File: src/rtl/rf_wb_arbiter_pkg.sv
// Register-file sizing shared by the writeback path.
// Also holds the index-width helper used to size requester indices.
package rf_pkg;
    localparam int REG_ADDR_W = 5;
    localparam int NUM_REGS   = 32;
    localparam int XLEN       = 32;

    function automatic int idx_width(input int n);
        if (n <= 2) begin
            return 1;
        end else begin
            return $clog2(n);
        end
    endfunction
endpackage

File: src/rtl/rf_wb_arbiter_if.sv
// Writeback requester bundle plus the registered register-file write port.
// The arbiter takes the slave view; the writeback sources take the master view.
interface rf_wb_arbiter_if
    import rf_pkg::*;
#(
    parameter int N    = XLEN,
    parameter int NREQ = 3
);
    localparam int IW = idx_width(NREQ);

    logic [NREQ-1:0]            req_valid;
    logic [REG_ADDR_W*NREQ-1:0] req_rd;
    logic [N*NREQ-1:0]          req_data;
    logic [NREQ-1:0]            req_ready;
    logic                       wb_hold;
    logic                       rf_we;
    logic [REG_ADDR_W-1:0]      rf_rd;
    logic [N-1:0]               rf_wdata;
    logic [IW-1:0]              grant_id;
    logic                       collision;

    modport slave (
        input  req_valid, req_rd, req_data, wb_hold,
        output req_ready, rf_we, rf_rd, rf_wdata, grant_id, collision
    );

    modport master (
        output req_valid, req_rd, req_data, wb_hold,
        input  req_ready, rf_we, rf_rd, rf_wdata, grant_id, collision
    );
endinterface

File: src/rtl/rf_wb_arbiter_rr.sv
// Round-robin grant: the first valid requester at or after the pointer wins.
// The pointer moves past the winner only when a grant is issued.
module rr_arbiter
    import rf_pkg::*;
#(
    parameter int NREQ = 3,
    parameter int IW   = idx_width(NREQ)
) (
    input  logic            clk,
    input  logic            rst,
    input  logic [NREQ-1:0] valid_i,
    input  logic            hold_i,
    output logic [NREQ-1:0] grant_o,
    output logic [IW-1:0]   grant_idx_o,
    output logic            grant_any_o
);
    logic [IW-1:0] ptr_q;
    logic [IW-1:0] ptr_d;
    logic [IW-1:0] idx_s;

    // Grant selection and next pointer; nothing is granted while reset or hold is high
    always_comb begin
        grant_o     = '0;
        grant_idx_o = '0;
        grant_any_o = 1'b0;
        idx_s       = '0;
        ptr_d       = ptr_q;
        if (!rst && !hold_i) begin
            for (int k = 0; k < NREQ; k++) begin
                if ((int'(ptr_q) + k) >= NREQ) begin
                    idx_s = IW'(int'(ptr_q) + k - NREQ);
                end else begin
                    idx_s = IW'(int'(ptr_q) + k);
                end
                if (!grant_any_o && valid_i[idx_s]) begin
                    grant_any_o = 1'b1;
                    grant_o[idx_s] = 1'b1;
                    grant_idx_o = idx_s;
                end else begin
                    grant_any_o = grant_any_o;
                end
            end
        end else begin
            grant_o = '0;
        end
        if (grant_any_o) begin
            if (int'(grant_idx_o) == NREQ - 1) begin
                ptr_d = '0;
            end else begin
                ptr_d = grant_idx_o + IW'(1);
            end
        end else begin
            ptr_d = ptr_q;
        end
    end

    // Pointer register
    always_ff @(posedge clk or posedge rst) begin
        if (rst) begin
            ptr_q <= '0;
        end else begin
            ptr_q <= ptr_d;
        end
    end
endmodule

File: src/rtl/rf_wb_arbiter.sv
// Shares the register-file write port among NREQ writeback sources.
// Registers the winning write; x0 targets are acknowledged but never enabled.
module rf_wb_arbiter
    import rf_pkg::*;
#(
    parameter int N    = XLEN,
    parameter int NREQ = 3
) (
    input  logic              clk,
    input  logic              rst,
    rf_wb_arbiter_if.slave    bus
);
    localparam int IW = idx_width(NREQ);

    logic [NREQ-1:0]       grant_s;
    logic [IW-1:0]         gidx_s;
    logic                  xfer_s;
    logic [REG_ADDR_W-1:0] sel_rd_s;
    logic [N-1:0]          sel_data_s;
    logic                  coll_s;

    logic                  rf_we_q;
    logic [REG_ADDR_W-1:0] rf_rd_q;
    logic [N-1:0]          rf_wdata_q;
    logic [IW-1:0]         grant_id_q;
    logic                  coll_q;

    rr_arbiter #(.NREQ(NREQ), .IW(IW)) u_rr (
        .clk         (clk),
        .rst         (rst),
        .valid_i     (bus.req_valid),
        .hold_i      (bus.wb_hold),
        .grant_o     (grant_s),
        .grant_idx_o (gidx_s),
        .grant_any_o (xfer_s)
    );

    // Winner's rd/data mux
    always_comb begin
        sel_rd_s   = bus.req_rd[REG_ADDR_W*int'(gidx_s) +: REG_ADDR_W];
        sel_data_s = bus.req_data[N*int'(gidx_s) +: N];
    end

    // Same nonzero rd from two valid requesters; evaluated regardless of hold
    always_comb begin
        coll_s = 1'b0;
        for (int i = 0; i < NREQ; i++) begin
            for (int j = i + 1; j < NREQ; j++) begin
                if (bus.req_valid[i] && bus.req_valid[j] &&
                    (bus.req_rd[REG_ADDR_W*i +: REG_ADDR_W] ==
                     bus.req_rd[REG_ADDR_W*j +: REG_ADDR_W]) &&
                    (bus.req_rd[REG_ADDR_W*i +: REG_ADDR_W] != {REG_ADDR_W{1'b0}})) begin
                    coll_s = 1'b1;
                end else begin
                    coll_s = coll_s;
                end
            end
        end
    end

    // Output register: enable pulses only on a transfer, the rest holds between writes
    always_ff @(posedge clk or posedge rst) begin
        if (rst) begin
            rf_we_q    <= 1'b0;
            rf_rd_q    <= '0;
            rf_wdata_q <= '0;
            grant_id_q <= '0;
            coll_q     <= 1'b0;
        end else begin
            coll_q <= coll_s;
            if (xfer_s) begin
                rf_we_q    <= (sel_rd_s != {REG_ADDR_W{1'b0}});
                rf_rd_q    <= sel_rd_s;
                rf_wdata_q <= sel_data_s;
                grant_id_q <= gidx_s;
            end else begin
                rf_we_q <= 1'b0;
            end
        end
    end

    assign bus.req_ready = grant_s;
    assign bus.rf_we     = rf_we_q;
    assign bus.rf_rd     = rf_rd_q;
    assign bus.rf_wdata  = rf_wdata_q;
    assign bus.grant_id  = grant_id_q;
    assign bus.collision = coll_q;
endmodule

File: src/flat_wrapper.sv
// flat-port wrapper written by rule: the top's interface ports become plain ports
module rf_wb_arbiter_flat import rf_pkg::*;
#(
    parameter int N    = XLEN,
    parameter int NREQ = 3
)
  (clk, rst, bus_req_valid, bus_req_rd, bus_req_data, bus_wb_hold, bus_req_ready, bus_rf_we, bus_rf_rd, bus_rf_wdata, bus_grant_id, bus_collision);
  rf_wb_arbiter_if #(.N(N), .NREQ(NREQ)) bus_i ();
  input  logic clk;
  input  logic rst;
  input wire logic [$bits(bus_i.req_valid)-1:0] bus_req_valid;
  input wire logic [$bits(bus_i.req_rd)-1:0] bus_req_rd;
  input wire logic [$bits(bus_i.req_data)-1:0] bus_req_data;
  input wire logic [$bits(bus_i.wb_hold)-1:0] bus_wb_hold;
  output wire logic [$bits(bus_i.req_ready)-1:0] bus_req_ready;
  output wire logic [$bits(bus_i.rf_we)-1:0] bus_rf_we;
  output wire logic [$bits(bus_i.rf_rd)-1:0] bus_rf_rd;
  output wire logic [$bits(bus_i.rf_wdata)-1:0] bus_rf_wdata;
  output wire logic [$bits(bus_i.grant_id)-1:0] bus_grant_id;
  output wire logic [$bits(bus_i.collision)-1:0] bus_collision;
  assign bus_i.req_valid = bus_req_valid;
  assign bus_i.req_rd = bus_req_rd;
  assign bus_i.req_data = bus_req_data;
  assign bus_i.wb_hold = bus_wb_hold;
  assign bus_req_ready = bus_i.req_ready;
  assign bus_rf_we = bus_i.rf_we;
  assign bus_rf_rd = bus_i.rf_rd;
  assign bus_rf_wdata = bus_i.rf_wdata;
  assign bus_grant_id = bus_i.grant_id;
  assign bus_collision = bus_i.collision;
  rf_wb_arbiter #(.N(N), .NREQ(NREQ)) u_core (.clk(clk), .rst(rst), .bus(bus_i));
endmodule
File: config.mk
export PLATFORM = sky130hd
export DESIGN_NAME = rf_wb_arbiter_flat
export DESIGN_NICKNAME = d
export VERILOG_FILES = /design/src/rtl/rf_wb_arbiter_pkg.sv /design/src/rtl/rf_wb_arbiter_if.sv /design/src/rtl/rf_wb_arbiter_rr.sv /design/src/rtl/rf_wb_arbiter.sv /design/src/flat_wrapper.sv
export SDC_FILE = /design/constraint.sdc
export NUM_CORES = 1
export LEC_CHECK = 0
export ABC_AREA = 1
export ABC_CLOCK_PERIOD_IN_PS = 2900
export CORE_MARGIN = 3
export CORE_UTILIZATION = 39
export DETAILED_ROUTE_END_ITERATION = 8
export PLACE_DENSITY = 0.81
export RECOVER_POWER = 50
export SLEW_MARGIN = 20
export SYNTH_ARGS = -nofsm -noshare
export SYNTH_HDL_FRONTEND = slang
export SYNTH_SLANG_ARGS = --single-unit
File: constraint.sdc
create_clock -name clk -period 2.9 [get_ports clk]
set_input_delay 0.29 -clock clk [delete_from_list [all_inputs] [get_ports clk]]
set_output_delay 0.29 -clock clk [all_outputs]
set_load 0.03 [all_outputs]
-- Word-level counts from Yosys, hierarchy flattened
Index checks and enable logic that the tools add are counted.
- register bits after elaboration: 43
- equal/unequal tests: 4
- $lt $le $gt $ge: 9
- add/subtract/negate cells: 6
- bitwise logic cells: 2
- multiply operators: 1
- mux-type cells: 39
- shift-type cells: 2
- reductions and logical operators: 22
- operators by type and width (cell ; number):
    variable part select 96 x 8 -> 32 bit ; 1
    variable part select 15 x 32 -> 5 bit ; 1
    two-way mux 2 bit ; 11
    two-way mux 3 bit ; 6
    two-way mux 1 bit ; 16
    equality test 5 bit ; 3
    logical AND 1 bit ; 15
    nonzero test 5 bit ; 3
    < comparator 2 x 3 -> 1 bit, second input constant ; 3
    binary-select mux 1 bit (select 2 bit) ; 3
    demux 1 bit (select 2 bit) ; 3
    greater-or-equal comparator 2 x 1 -> 1 bit, second input constant ; 3
    greater-or-equal comparator 3 x 2 -> 1 bit, second input constant ; 2
    OR 3 bit ; 2
    multiplier 3 x 2 -> 5 bit, first input constant ; 1
    zero test 1 bit ; 4
    subtractor 2 x 1 -> 2 bit, second input constant ; 2
    adder 2 x 1 -> 3 bit, second input constant ; 1
    adder 2 x 2 -> 3 bit, second input constant ; 1
    adder 2 x 1 -> 2 bit, second input constant ; 1
    equality test 2 bit, second input constant ; 1
    greater-or-equal comparator 2 bit, second input constant ; 1
    subtractor 2 bit, second input constant ; 1

-- Depth between registers and ports, before layout
Gate-level depths: netlist (run 1).
- word-level depth: 19
- depth in mapped cells: 19
- mapped depth without buffers: 18

-- By module
Synthesis (run 1) repeated with hierarchy kept, for this count alone.
- cell total of the unflattened synthesis: 424
- area, all modules: 2906.5 um2
- by module, submodules not included (module ; area each (um2) ; instances ; cells an instance ; seq. area each (um2)):
    rf_wb_arbiter ; 2479.9 ; 1 ; 350 ; 1026.0
    rr_arbiter ; 426.7 ; 1 ; 74 ; 50.0

-- Worst setup path before layout (run 1)
OpenSTA, ideal clock, no wires.
- path kind: register to output
- start: reg u_core.u_rr.ptr_q[0]
- end: out bus_req_ready[1]
- cell stages (with the launch flop): 9
- path slack: 0.726 ns
- data required time: 2.610 ns
- path buffers: 0
- data arrival time: 1.884 ns
- cells stage by stage: dfrtp_1 > inv_1 > ha_1 > inv_1 > o21ai_0 > nand3_1 > nand3_1 > nand2_1 > a31oi_1
- longest elaborated chain between the ends: 15
- elaborated cells between the ends (all ways): 51
- those cells by class: add/sub (5); order compare (9); mux (28); bitwise (2); reduce/logical (7)
- ends and longest elaborated chain (item ; RTL line ; source):
    start, declared ; rf_wb_arbiter_rr.sv:17 ; logic [IW-1:0] ptr_q;
    start signal, assigned ; rf_wb_arbiter_rr.sv:62 ; ptr_q <= ptr_d;
    parallel branches: the longest is 13 deep, another holds adder 2 x 1 -> 3 bit ; n/a ;
    two-way mux 3 bit * ; rf_wb_arbiter_rr.sv:35 ; if (!grant_any_o && valid_i[idx_s]) begin
    two-way mux 3 bit * ; rf_wb_arbiter_rr.sv:28 ; if (!rst && !hold_i) begin
    end, declared ; flat_wrapper.sv:15 ; output wire logic [$bits(bus_i.req_ready)-1:0] bus_req_ready;
Mark *: on every way between the ends. The select of a mux whose other input is x is not followed.

-- Final worst setup path (run 1)
Ends and elaborated chain as after synthesis.

==> results.tsv, run 1 <==
stage	metric	value	unit
routing	DRC	0	
clocking	Worst-path clk slew	80	ps
routing	wire length per cell	15.1	um
global_route	vias in the first global route	3329	
sta	Worst-Margin Slew	1590	ps
routing	post-route ant nets	0	
place	dpl ws	225	ps
synthesis	compound-gate portion of the synthesized area	0.244	
die	initial core utilization	0.413	
synthesis	cells after synthesis	405	
sta	worst setup margin	182	ps
clocking	H-tree depth	2	
final_layout	fin util	0.661	
critical_path	Worst setup EP type	output pin	
global_route	antenna violations before repair	0	
critical_path	CP bufs+invs	3	
die	# rows	30	
synthesis	Synth area leader	dfrtp_1	
synthesis	Synth area leaders	dfrtp_1 (37%), nand2_1 (8.5%), a31oi_1 (7.6%)	
sta	skew final	2.23	ps
sta	Achievable Freq	368	MHz
synthesis	Avg Cell Area, Syn	7.12	sq um
global_route	Total GRT Usage	0.229	
global_route	largest net degree at the start of global routing	44	
synthesis	Synthesis Warnings	0	
critical_path	Max stage delay on crit path	410	ps
synthesis	mux share of post-synthesis cell area	0	
clocking	clock buffer depth	2	
sta	endpoints failing setup	0	
routing	Vias	3481	
routing	via/cell ratio	5.31	
synthesis	Synth Flop Type	dfrtp_1	
place	PortBufs	160	
synthesis	Synth Area in Adders	0.0173	
synthesis	Simple-Gate Fraction of Synth Area	0.234	
routing	TritonRoute pass-1 iters	6	
synthesis	Async SR Flop Fraction	1.00	
global_route	first-pass GRT wire length	15800	um
final_layout	Antenna Cells	0	
place	dpl cells	648	
final_layout	fillers	622	
critical_path	crit path DAT	2430	ps
synthesis	Yosys reg bits	43	
critical_path	critical-path cell list	inv_1 > ha_1 > inv_1 > nand3_1 > nand2_1 > nand3_1 > nand3_1 > nand2_1 > a31oi_1 > dlygate4sd2_1	
min_path	Hold Path Class	reg2reg	
critical_path	startpoint types	flip-flop	
die	die area	0.00847	sq mm
flow_run	Max-cap violations	1	
synthesis	Yosys top cell area share	0.373	
final_layout	area delta synth->final	59.9	%
synthesis	Yosys cell types	35	
sta	Worst slew margin	-0.0592	
synthesis	post-synthesis xor/xnor area fraction	0.00607	
place	DP Area	0.00453	sq mm
sta	Fin. Hold Viols	0	
final_layout	Final Net Count	680	
clocking	total CTS buffers	5	
synthesis	Mapped Nets	526	
routing	Post-Route WL	9900	um
power	Total Power	4.20	mW
synthesis	EDFF count, synth	0	
sta	crit path time final	2720	ps
critical_path	slowest CP cell	dlygate4sd2_1	
clocking	cts hold-fix bufs	0	
run_status	violated checks	capacitance limit, slew limit	
sta	Tcrit/Tclk final	0.937	
synthesis	Seq/Total Area, Yosys	0.373	
final_layout	share of cells above drive strength 1	0.0554	
synthesis	mapped cell area	0.00289	sq mm
power	VDD IR max	520	uV
final_layout	Finished Layout Cells	656	
critical_path	Crit Path Max Fanout	6	
critical_path	CP top delay family	buffers and inverters	
sta	RSZ-0062 raised after global routing	no	
die	chip width	92.0	um
power	pwr dens	910	mW/mm^2
clocking	worst skew pair latency	280	ps
sta	hold slack	497	ps
place	hpwl dp	7650	um
clocking	root buf cell	clkbuf_8	
routing	DR iter-0 viols	197	
clocking	TritonCTS Sinks	43	
sta	setup TNS	0	ps
die	Die Y	92.0	um
clocking	CTS tree	yes	
power	Lkg Pwr	1.89	nW
global_route	GRT Residual Overflow	0	
die	Ports	161	
critical_path	most frequent CP cell	nand3_1	
critical_path	Crit Path Category	reg2out	
critical_path	worst path required time	2610	ps
synthesis	combinational family with the most area after synthesis	compound AO/OA/AOI/OAI gates	
place	gpl congestion	1.04	
sta	Max Slew Vio Count	44	
final_layout	fin area	0.00461	sq mm
run_status	outcome	finished, violations left	
die	core area	0.00698	sq mm
## cell usage in the layout (no fill, tap or decap), drive strengths merged
cell,Yosys,routed
a2111oi,1,1
a211oi,1,1
a21oi,4,4
a221oi,2,2
a31oi,35,35
buf,16,8
clkbuf,5,7
clkdlybuf4s50,0,134
clkinv,1,2
dfrtp,43,43
dlygate4sd2,0,3
dlygate4sd3,0,23
ha,4,4
inv,58,58
nand2,73,73
nand3,25,25
nand3b,1,1
nand4,4,4
nor2,44,44
nor3,1,1
nor4,3,3
o211ai,1,1
o21ai,71,71
o22ai,9,9
or2,1,1
xor2,2,2
## area by class of cell
class | count | area (sq um) | area share
inverter | 59 | 224 | 0.0485
sequential | 43 | 1080 | 0.233
timing repair buffer | 168 | 1660 | 0.359
tap | 96 | 120 | 0.0260
clock buffer | 7 | 76.3 | 0.0165
clock inverter | 1 | 5.00 | 0.00108
multi-input combinational | 282 | 1450 | 0.315
## registers in the layout, summed over array words and instances (netlist names)
register and cells:
u_core.bus.grant_id 2, u_core.bus.rf_we 1, u_core.bus.rf_wdata 32, u_core.bus.collision 1, u_core.bus.rf_rd 5, u_core.u_rr.ptr_q 2
## path summary, 6_finish.rpt
| kind | from | end | slack [ps] | cells past startpoint |
|---|---|---|---|---|
| hold / removal | u_core.bus.grant_id[0] | u_core.bus.grant_id[0] | 500 | 2 |
| setup reg to reg | u_core.u_rr.ptr_q[0] | u_core.bus.rf_wdata[31] | 290 | 13 |
| max in group asynchronous | rst | u_core.bus.rf_wdata[13] | 1000 | 2 |
| min in group asynchronous | rst | u_core.bus.grant_id[0] | 970 | 2 |
| hold reg to reg | u_core.bus.grant_id[0] | u_core.bus.grant_id[0] | 500 | 2 |
| setup / recovery | u_core.u_rr.ptr_q[0] | bus_req_ready[1] | 180 | 10 |
## metal layers
layer | up-vias | wire length (um) | track usage
met4 | 0 | 190 | 0.0520
met1 | 1553 | 3910 | 0.273
met5 | - | 0 | 0
met3 | 38 | 933 | 0.0525
li1 | 1676 | - | -
met2 | 214 | 4870 | 0.415
## where the power goes
group          switching, mW  internal [mW]
clock network          0.190          0.169
logic                   1.74           1.06
registers              0.149          0.882
## cells in the mapped netlist, drive strengths merged, types with 2 or more instances
cell type and count:
xor2 2, a31oi 35, a21oi 4, nand4 4, a221oi 2, inv 58, nor4 3, o22ai 9
nand3 25, nor2 44, ha 4, buf 16, clkbuf 5, dfrtp 43, o21ai 71, nand2 73
## worst reg2reg max path: cells and delay by family, from the launching register on
family	cells	cell delay [ps]
fa+ha+maj	1	370
compound gates	2	310
flops	1	400
simple gates	7	850
buf+inv	3	630
## timing repair
item	CTS	global route
gates resized for setup	3	2
buffers inserted	0	0
endpoints found under the setup margin	3	5
## logic make-up after synthesis
logic type,Yosys count
xor+xnor,2
flops,43
buf+inv,80
simple gates,152
compound gates,124
fa+ha+maj,4
Note: power is estimated with default switching activity, not from simulation.
==> inputs of run 2 (changes only) <==
Settings changed: CORE_ASPECT_RATIO from default to 1.25, CTS_CLUSTER_SIZE from default to 25, GPL_TIMING_DRIVEN from default to 0.
==> run 2 against run 1 <==
  * The flow now finishes without violations
  * Cell count up 1.2%
  * Non-clock buffer count increased by 14
  * Fmax up 3.2%
  * Clock-buffer cell count rose by 1
  * Total power up 2.9%
  * Sequential share of layout area shrank 0.41 points
  * Sequential power barely moved
  * Largest cell class unchanged
  * Highest routed layer unchanged
==> results.tsv, run 2 (same netlist as run 1, synthesis figures left out) <==
stage	metric	value	unit	change
run_status	outcome	completed		
power	Lkg Pwr	1.95	nW	+3.4%
critical_path	critical path startpoint	u_core.u_rr.ptr_q[0]		
critical_path	Reg-to-Reg Start	u_core.u_rr.ptr_q[1]		
clocking	clock buffer depth	2		unchanged
clocking	Setup Buffers After CTS	0		unchanged
place	gpl congestion	0.988		-5.0%
clocking	total CTS buffers	5		unchanged
sta	Tcrit/Tclk final	0.908		-0.0287
sta	skew final	5.34	ps	+3.12 ps
global_route	Total GRT Usage	0.240		+0.0114
die	die area	0.00847	sq mm	about the same
die	Die Y	102	um	+11%
final_layout	share of cells above drive strength 1	0.0749		+0.0196
critical_path	crit path DAT	2340	ps	-90 ps
critical_path	CP Capture Point	bus_req_ready[0]		
die	Ports	161		unchanged
die	chip width	82.9	um	-9.9%
place	hpwl dp	8180	um	+6.9%
routing	post-route ant nets	0		unchanged
die	core area	0.00706	sq mm	+1.1%
critical_path	reg2reg end	u_core.bus.rf_wdata[23]		
clocking	TritonCTS Sinks	43		unchanged
power	VDD IR max	570	uV	+9.6%
clocking	Worst-path clk slew	80	ps	about the same
place	dpl cells	656		+1.2%
critical_path	reg2reg path depth	14		+1
sta	Achievable Freq	380	MHz	+3.2%
die	initial core utilization	0.409		-0.00469
critical_path	Crit Path Max Fanout	6		unchanged
global_route	antenna violations before repair	0		unchanged
sta	RSZ-0062 raised after global routing	no		
power	Total Power	4.32	mW	+2.9%
sta	worst setup margin	266	ps	+83.2 ps
final_layout	Antenna Cells	0		unchanged
sta	Worst-Margin Slew	1340	ps	-250 ps
min_path	Hold Path Class	reg2reg		
routing	DR iter-0 viols	197		unchanged
final_layout	Final Net Count	694		+2.1%
clocking	root buf cell	clkbuf_8		
flow_run	Max-cap violations	0		-1
critical_path	worst path required time	2610	ps	about the same
global_route	largest net degree at the start of global routing	24		-45%
global_route	GRT Residual Overflow	0		unchanged
min_path	HP Start	u_core.bus.grant_id[0]		
global_route	first-pass GRT wire length	16600	um	+4.5%
critical_path	startpoint types	flip-flop		
final_layout	commonest non-fill, non-tap cell in the layout	clkdlybuf4s50_1		
routing	Post-Route WL	10400	um	+5.5%
routing	TritonRoute pass-1 iters	4		-2
die	# rows	34		+13%
clocking	H-tree depth	2		unchanged
final_layout	max reg flops	32		unchanged
critical_path	Crit Path Category	reg2out		
routing	DRC	0		unchanged
sta	Worst slew margin	0.108		+0.168
final_layout	commonest cells after routing, fill and taps aside	clkdlybuf4s50_1 (134), nand2_1 (65), inv_1 (55)		
routing	wire length per cell	15.7	um	+4.2%
place	DP Area	0.00463	sq mm	+2.2%
sta	Max Slew Vio Count	0		-100%
final_layout	fin area	0.00470	sq mm	+1.8%
sta	endpoints failing setup	0		unchanged
place	dpl ws	158	ps	-67.5 ps
clocking	CTS tree	yes		
sta	crit path time final	2630	ps	-83.2 ps
sta	Fin. Hold Viols	0		unchanged
power	pwr dens	919	mW/mm^2	+1.0%
critical_path	Worst setup EP type	output pin		
place	PortBufs	160		unchanged
clocking	worst skew pair latency	300	ps	+20 ps
routing	Vias	3508		+0.78%
sta	setup TNS	0	ps	unchanged
global_route	vias in the first global route	3423		+2.8%
final_layout	area delta synth->final	62.7	%	
routing	via/cell ratio	5.28		-0.44%
critical_path	FF-to-FF setup slack	380	ps	+90 ps
final_layout	Finished Layout Cells	664		+1.2%
## run 2: worst min-delay path by stage
stage                             endpoint  cells after the start  slack, ps
floorplan           u_core.bus.rf_wdata[0]                      2        420
global placement    u_core.bus.grant_id[1]                      2        460
detailed placement  u_core.bus.grant_id[0]                      2        470
CTS                    u_core.bus.rf_rd[0]                      2        400
global route        u_core.bus.grant_id[1]                      2        520
finish              u_core.bus.grant_id[0]                      2        490
## run 2: worst max-delay path, stage by stage (launching register included)
cell and delay [ps]:
dfrtp_1 380, inv_1 90, ha_1 360, inv_1 170
nand3_1 90, o21ai_1 140, nand3_1 130, nor2_1 110
nor2_1 60, nor2_1 100, dlygate4sd2_1 410
## run 2: repair_timing
item,CTS,global route
setup endpoints to repair,3,2
hold buffers,0,0
gates resized for setup,3,4
pin swaps,0,0
## run 2: through the flow
step | util | hold slack, ps
5_1_grt | 0.665 | 519
6_report | 0.665 | 487
2_1_floorplan | - | 423
4_1_cts | 0.669 | 401
3_3_place_gp | 0.651 | 457
3_5_place_dp | 0.655 | 466
## run 2: area by class of cell
| cell class | instances | area, sq um |
|---|---|---|
| inverter | 59 | 224 |
| buffer | 21 | 140 |
| multi-input combinational | 282 | 1450 |
| timing repair buffer | 161 | 1600 |
| tap | 90 | 113 |
| sequential | 43 | 1080 |
| fill | 654 | 2370 |
| clock buffer | 8 | 100 |
## run 2: report_power, final
group	total, mW	leakage (nW)	switching (mW)	internal (mW)
combinational	2.86	1.42	1.76	1.11
sequential	1.03	0.488	0.145	0.882
clock	0.424	0.0515	0.207	0.218
## run 2: routing by layer
layer  wire (um)  track usage  share of wire  vias to the layer above
li1            -            -              -                     1706
met1        4000        0.283           0.38                     1628
met2        5640        0.443           0.54                      154
met3         602       0.0411          0.058                       20
met4         201       0.0818          0.019                        0
met5           0            0              0                        -
